==> config.mk <==
export PLATFORM = sky130hd
export DESIGN_NAME = irq_ctrl
export DESIGN_NICKNAME = d
export VERILOG_FILES = /design/src/rtl/irq_pkg.sv /design/src/rtl/irq_sync_edge.sv /design/src/rtl/irq_ctrl.sv
export SDC_FILE = /design/constraint.sdc
export NUM_CORES = 1
export LEC_CHECK = 0
export ABC_AREA = 1
export ABC_CLOCK_PERIOD_IN_PS = 2900
export CAP_MARGIN = 20
export CORE_AREA = 2 2 55 57
export CTS_BUF_LIST = sky130_fd_sc_hd__clkbuf_16
export DETAILED_ROUTE_END_ITERATION = 10
export DIE_AREA = 0 0 57 59
export SLEW_MARGIN = 20
export SYNTH_ARGS = -nofsm -noshare
export SYNTH_HDL_FRONTEND = slang
export SYNTH_SLANG_ARGS = --single-unit
==> constraint.sdc <==
create_clock -name clk -period 2.9 [get_ports clk]
set_clock_uncertainty 0.1 [all_clocks]
set_input_delay 0.87 -clock clk [delete_from_list [all_inputs] [get_ports clk]]
set_output_delay 0.87 -clock clk [all_outputs]
set_load 0.005 [all_outputs]
==> src/rtl/irq_pkg.sv <==
// Shared definitions for the interrupt controller: FSM encoding and
// fixed source indices used by the SoC wiring and the CPU CSR decode.
package irq_pkg;

   typedef enum logic [1:0] {
      ST_IDLE = 2'd0,
      ST_REQ  = 2'd1,
      ST_ACK  = 2'd2,
      ST_HOLD = 2'd3
   } irq_state_e;

   localparam int IRQ_TIMER = 0;
   localparam int IRQ_EXT   = 1;

endpackage

==> src/rtl/irq_sync_edge.sv <==
// Per-source synchroniser followed by a registered strobe.
// EDGE=1: one-cycle pulse on each synchronised rising edge.
// EDGE=0: registered copy of the synchronised level.
module irq_sync_edge #(
   parameter int   SYNC_STAGES = 2,
   parameter logic EDGE        = 1'b1
) (
   input  logic clk,
   input  logic reset,
   input  logic i_src,
   output logic o_strobe
);

   logic [SYNC_STAGES-1:0] r_sync;
   logic                   r_prev;
   logic                   r_strobe;
   logic                   w_s;

   assign w_s      = r_sync[SYNC_STAGES-1];
   assign o_strobe = r_strobe;

   // Shift the raw line through the synchroniser and form the strobe.
   always_ff @(posedge clk or posedge reset) begin
      if (reset) begin
         r_sync   <= '0;
         r_prev   <= 1'b0;
         r_strobe <= 1'b0;
      end else begin
         r_sync <= {r_sync[SYNC_STAGES-2:0], i_src};
         r_prev <= w_s;
         if (EDGE) r_strobe <= w_s & ~r_prev;
         else      r_strobe <= w_s;
      end
   end

endmodule

==> src/rtl/irq_ctrl.sv <==
// Interrupt controller: synchronises NUM_SRC sources, latches edge or level
// requests, arbitrates with fixed lowest-index priority and runs the
// IDLE/REQ/ACK/HOLD handshake with the CPU.
module irq_ctrl
   import irq_pkg::*;
#(
   parameter int                 NUM_SRC     = 4,
   parameter logic [NUM_SRC-1:0] EDGE_MASK   = 4'b0011,
   parameter int                 SYNC_STAGES = 2,
   localparam int                ID_W        = $clog2(NUM_SRC)
) (
   input  logic               clk,
   input  logic               reset,
   input  logic [NUM_SRC-1:0] src_irq,
   input  logic [NUM_SRC-1:0] irq_en,
   input  logic               irq_ack,
   output logic               irq_req,
   output logic [ID_W-1:0]    irq_id,
   output logic [NUM_SRC-1:0] src_ack,
   output logic [NUM_SRC-1:0] pending
);

   localparam int CNT_W = $clog2(SYNC_STAGES + 1);

   irq_state_e         r_state, w_state_nxt;
   logic               r_req, w_req_nxt;
   logic [ID_W-1:0]    r_id, w_id_nxt;
   logic [NUM_SRC-1:0] r_src_ack, w_src_ack_nxt;
   logic [CNT_W-1:0]   r_cnt, w_cnt_nxt;
   logic [NUM_SRC-1:0] r_pending, w_pending_nxt;
   logic [NUM_SRC-1:0] w_strobe, w_clr, w_elig;
   logic [ID_W-1:0]    w_win;
   logic               w_any;

   genvar g;
   generate
      for (g = 0; g < NUM_SRC; g++) begin : g_src
         irq_sync_edge #(
            .SYNC_STAGES (SYNC_STAGES),
            .EDGE        (EDGE_MASK[g])
         ) u_sync (
            .clk      (clk),
            .reset    (reset),
            .i_src    (src_irq[g]),
            .o_strobe (w_strobe[g])
         );
      end
   endgenerate

   // Pending update: edge bits set-wins over the ACK clear, level bits follow the strobe.
   always_comb begin
      w_clr = '0;
      if (r_state == ST_ACK) w_clr = NUM_SRC'(1) << r_id;
      w_pending_nxt = (((r_pending & ~w_clr) | w_strobe) & EDGE_MASK)
                    | (w_strobe & ~EDGE_MASK);
   end

   // Fixed priority: scan downward so the lowest eligible index is left in w_win.
   always_comb begin
      w_elig = r_pending & irq_en;
      w_any  = |w_elig;
      w_win  = '0;
      for (int i = NUM_SRC - 1; i >= 0; i--) begin
         if (w_elig[i]) w_win = ID_W'(i);
      end
   end

   // Next-state and registered-output decode for the CPU handshake.
   always_comb begin
      w_state_nxt   = r_state;
      w_req_nxt     = r_req;
      w_id_nxt      = r_id;
      w_src_ack_nxt = '0;
      w_cnt_nxt     = r_cnt;
      case (r_state)
         ST_IDLE: begin
            w_req_nxt = 1'b0;
            if (w_any) begin
               w_state_nxt = ST_REQ;
               w_req_nxt   = 1'b1;
               w_id_nxt    = w_win;
            end
         end
         ST_REQ: begin
            // Request stays up regardless of mask or level; only the ack ends it.
            if (irq_ack) begin
               w_state_nxt   = ST_ACK;
               w_req_nxt     = 1'b0;
               w_src_ack_nxt = NUM_SRC'(1) << r_id;
            end
         end
         ST_ACK: begin
            w_state_nxt = ST_HOLD;
            w_cnt_nxt   = '0;
         end
         ST_HOLD: begin
            // Blank long enough for a dropped level line to reach pending.
            if (r_cnt == CNT_W'(SYNC_STAGES)) w_state_nxt = ST_IDLE;
            else                              w_cnt_nxt   = r_cnt + 1'b1;
         end
         default: begin
            w_state_nxt = ST_IDLE;
            w_req_nxt   = 1'b0;
         end
      endcase
   end

   // State, handshake outputs and pending register.
   always_ff @(posedge clk or posedge reset) begin
      if (reset) begin
         r_state   <= ST_IDLE;
         r_req     <= 1'b0;
         r_id      <= '0;
         r_src_ack <= '0;
         r_cnt     <= '0;
         r_pending <= '0;
      end else begin
         r_state   <= w_state_nxt;
         r_req     <= w_req_nxt;
         r_id      <= w_id_nxt;
         r_src_ack <= w_src_ack_nxt;
         r_cnt     <= w_cnt_nxt;
         r_pending <= w_pending_nxt;
      end
   end

   assign irq_req = r_req;
   assign irq_id  = r_id;
   assign src_ack = r_src_ack;
   assign pending = r_pending;

endmodule

==> results.sh <==
export IMPL_min_period_ns=2.16
export IMPL_drive_gt1_frac=0.117
export IMPL_cp_required_ns=1.93
export IMPL_rows=19
export IMPL_irDropWorstVdd_uv=604
export IMPL_synth_top_cells_by_area="dfrtp_1, inv_1, nand2_1, ha_1, o21ai_0"
export IMPL_hold_viol_final=0
export IMPL_fin_tns_setup_ns=0
export IMPL_ctsHoldBuffers=0
export IMPL_drc=0
export IMPL_crit_path_start_kind="flop"
export IMPL_worst_pin_slew_ns=0.351
export IMPL_min_from="g_src[3].u_sync.o_strobe"
export IMPL_cts_sink_count=29
export IMPL_dieArea_um2=3360
export IMPL_wirelength_um=1820
export IMPL_area_delta_synth_final_pct=36.8
export IMPL_drt_first_iter_violations=19
export IMPL_drt_wirelength_per_cell_um=11.4
export IMPL_synth_ff_latch_count=29
export IMPL_vias=733
export IMPL_p_leak_uw=0.000717
export IMPL_antenna_left=0
export IMPL_r2r_setup_slack_ns=1.56
export IMPL_end_kind="primary output"
export IMPL_whs_path_depth=0
export IMPL_r2r_end="r_state[1]"
export IMPL_cts_resized=0
export IMPL_io_pins=22
export IMPL_powerDensity_nw_per_um2=960
export IMPL_via_per_inst=4.61
export IMPL_fin_crit_sh=0.743
export IMPL_slowest_stage="clkdlybuf4s50_1"
export IMPL_hp_class="reg2reg"
export IMPL_synth_edf_count=0
export IMPL_yosys_area_top_type="dfrtp_1"
export IMPL_core_area_um2=2710
export IMPL_hold_worst_slack_ns=0.246
export IMPL_cts_tree="built"
export IMPL_die_y_um=59
export IMPL_r2r_cells=7
export IMPL_post_cts_buffers=0
export IMPL_fillers=256
export IMPL_grt_setup_unrepaired="false"
export IMPL_stdcell_count=159
export IMPL_slew_headroom=0.766
export IMPL_post_route_util=0.542
export IMPL_cts_buffer_depth=2
export IMPL_critPathMaxStageDelay_ns=0.52
export IMPL_crit_chain="clkdlybuf4s50_1"
export IMPL_nNetsFinal=143
export IMPL_synth_commonest_cells="dfrtp_1, inv_1, nand2_1"
export IMPL_synth_area_um2=1070
export IMPL_finalPower_uw=1410
export IMPL_cpLargestDelayFamily="buffers and inverters"
export IMPL_grt_max_degree=30
export IMPL_regArea_um2=726
export IMPL_multiInputGateArea_um2=285
export IMPL_status="finished clean"
export IMPL_worstPathArrival_ns=1.19
export IMPL_clockRootBuffer="clkbuf_16"
export IMPL_whs_endpoint="pending[3]"
export IMPL_antenna_cells=0
export IMPL_grt_pass1_vias=743
export IMPL_dp_cells=151
export IMPL_maxCapViolCount=0
export IMPL_synth_ff_type="dfrtp_1"
export IMPL_numCtsBuffers=5
export IMPL_hpwlAfterDp_um=1300
export IMPL_postSynth_asyncResetShare=1.00
export IMPL_ys_warn_count=0
export IMPL_clkSlewWorstSetupHoldPaths_ns=0.05
export IMPL_place_gp_congestion=0.747
export IMPL_critical_path_class="reg2out"
export IMPL_chipWidth_um=57
export IMPL_setup_viol=0
export IMPL_grt_pass1_wl_um=3240
export IMPL_antenna_found_initial=0
export IMPL_yosysTopAreaCellShare=0.675
export IMPL_slew_violations=0
export IMPL_ys_types=12
export IMPL_path_buf_inv=1
export IMPL_avgSynthCellArea_um2=11.0
export IMPL_synth_most_common_cell="dfrtp_1"
export IMPL_netlist_instances=98
export IMPL_initial_core_util=0.397
export IMPL_grt_use_total=0.134
export IMPL_synth_seq_area_share=0.675
export IMPL_synthesis_nets=114
export IMPL_drt_pass1_iterations=4
export IMPL_r2r_start="r_state[0]"
export IMPL_io_buffers=21
export IMPL_globalRouteOverflowTotal=0
export IMPL_max_freq_mhz=464
export IMPL_cts_max_level=2
export IMPL_worst_skew_pair_late_latency_ns=0.27
export IMPL_path_max_fanout=5
==> cells by family after synthesis <==
family	Yosys count	synth area share
AOI/OAI and AO/OA	10	0.0477
adders and majority gates	5	0.0582
buffers and inverters	17	0.0594
DFF	29	0.675
and+or+nand+nor	37	0.159
==> cell type report <==
| type | count | share of cell area |
|---|---|---|
| clock buffer | 5 | 0.0851 |
| clock inverter | 3 | 0.00936 |
| inverter | 17 | 0.0434 |
| multi-input combinational | 52 | 0.194 |
| sequential | 29 | 0.494 |
| tap | 31 | 0.0264 |
| timing repair buffer | 22 | 0.148 |
==> flip-flops by register name (all words and copies together) (netlist names) <==
name	flops
r_state	2
src_ack	4
pending	4
g_src.u_sync.r_prev	2
irq_id	2
r_cnt	2
g_src.u_sync.o_strobe	4
g_src.u_sync.r_sync	8
irq_req	1
==> power by group <==
group / total, uW / internal, uW / switching (uW) / leakage [uW]
logic: 400 / 185 / 215 / 0.000291
clock network: 471 / 309 / 161 / 0.0000748
registers: 541 / 487 / 53.6 / 0.000352
total: 1410 / 982 / 430 / 0.000717
==> layout by cell type (no fill, tap or decap), drive strengths merged <==
cell type / instances
nor2: 6
dfrtp: 29
nor3: 2
clkbuf: 5
ha: 5
inv: 18
o21ai: 8
clkinv: 2
nand2: 23
buf: 1
o22ai: 1
clkdlybuf4s50: 21
a21oi: 1
nand3: 6
==> worst max path at each step <==
stage / start / endpoint / cells after the start
global placement: irq_en[0] / r_state[1] / 7
finish: irq_id[0] / irq_id[0] / 1
CTS: irq_id[0] / irq_id[0] / 1
detailed placement: irq_en[3] / r_state[0] / 8
floorplan: reset / g_src[0].u_sync.o_strobe / 1
global route: irq_id[0] / irq_id[0] / 1
==> stage by stage <==
step | instance area [um2] | setup slack [ns]
finish | 1470 | 0.745
global route | 1470 | 0.699
CTS | 1470 | 0.736
floorplan | 1070 | 1.32
detailed placement | 1330 | 0.852
global placement | 1330 | 0.904
==> per-layer routing <==
| layer | GRT usage | share of wire |
|---|---|---|
| met2 | 0.230 | 0.50 |
| met3 | 0.0699 | 0.074 |
| met1 | 0.133 | 0.40 |
| met4 | 0.0698 | 0.021 |
| met5 | 0 | 0 |
No activity file was read; power rests on OpenSTA's default activity.
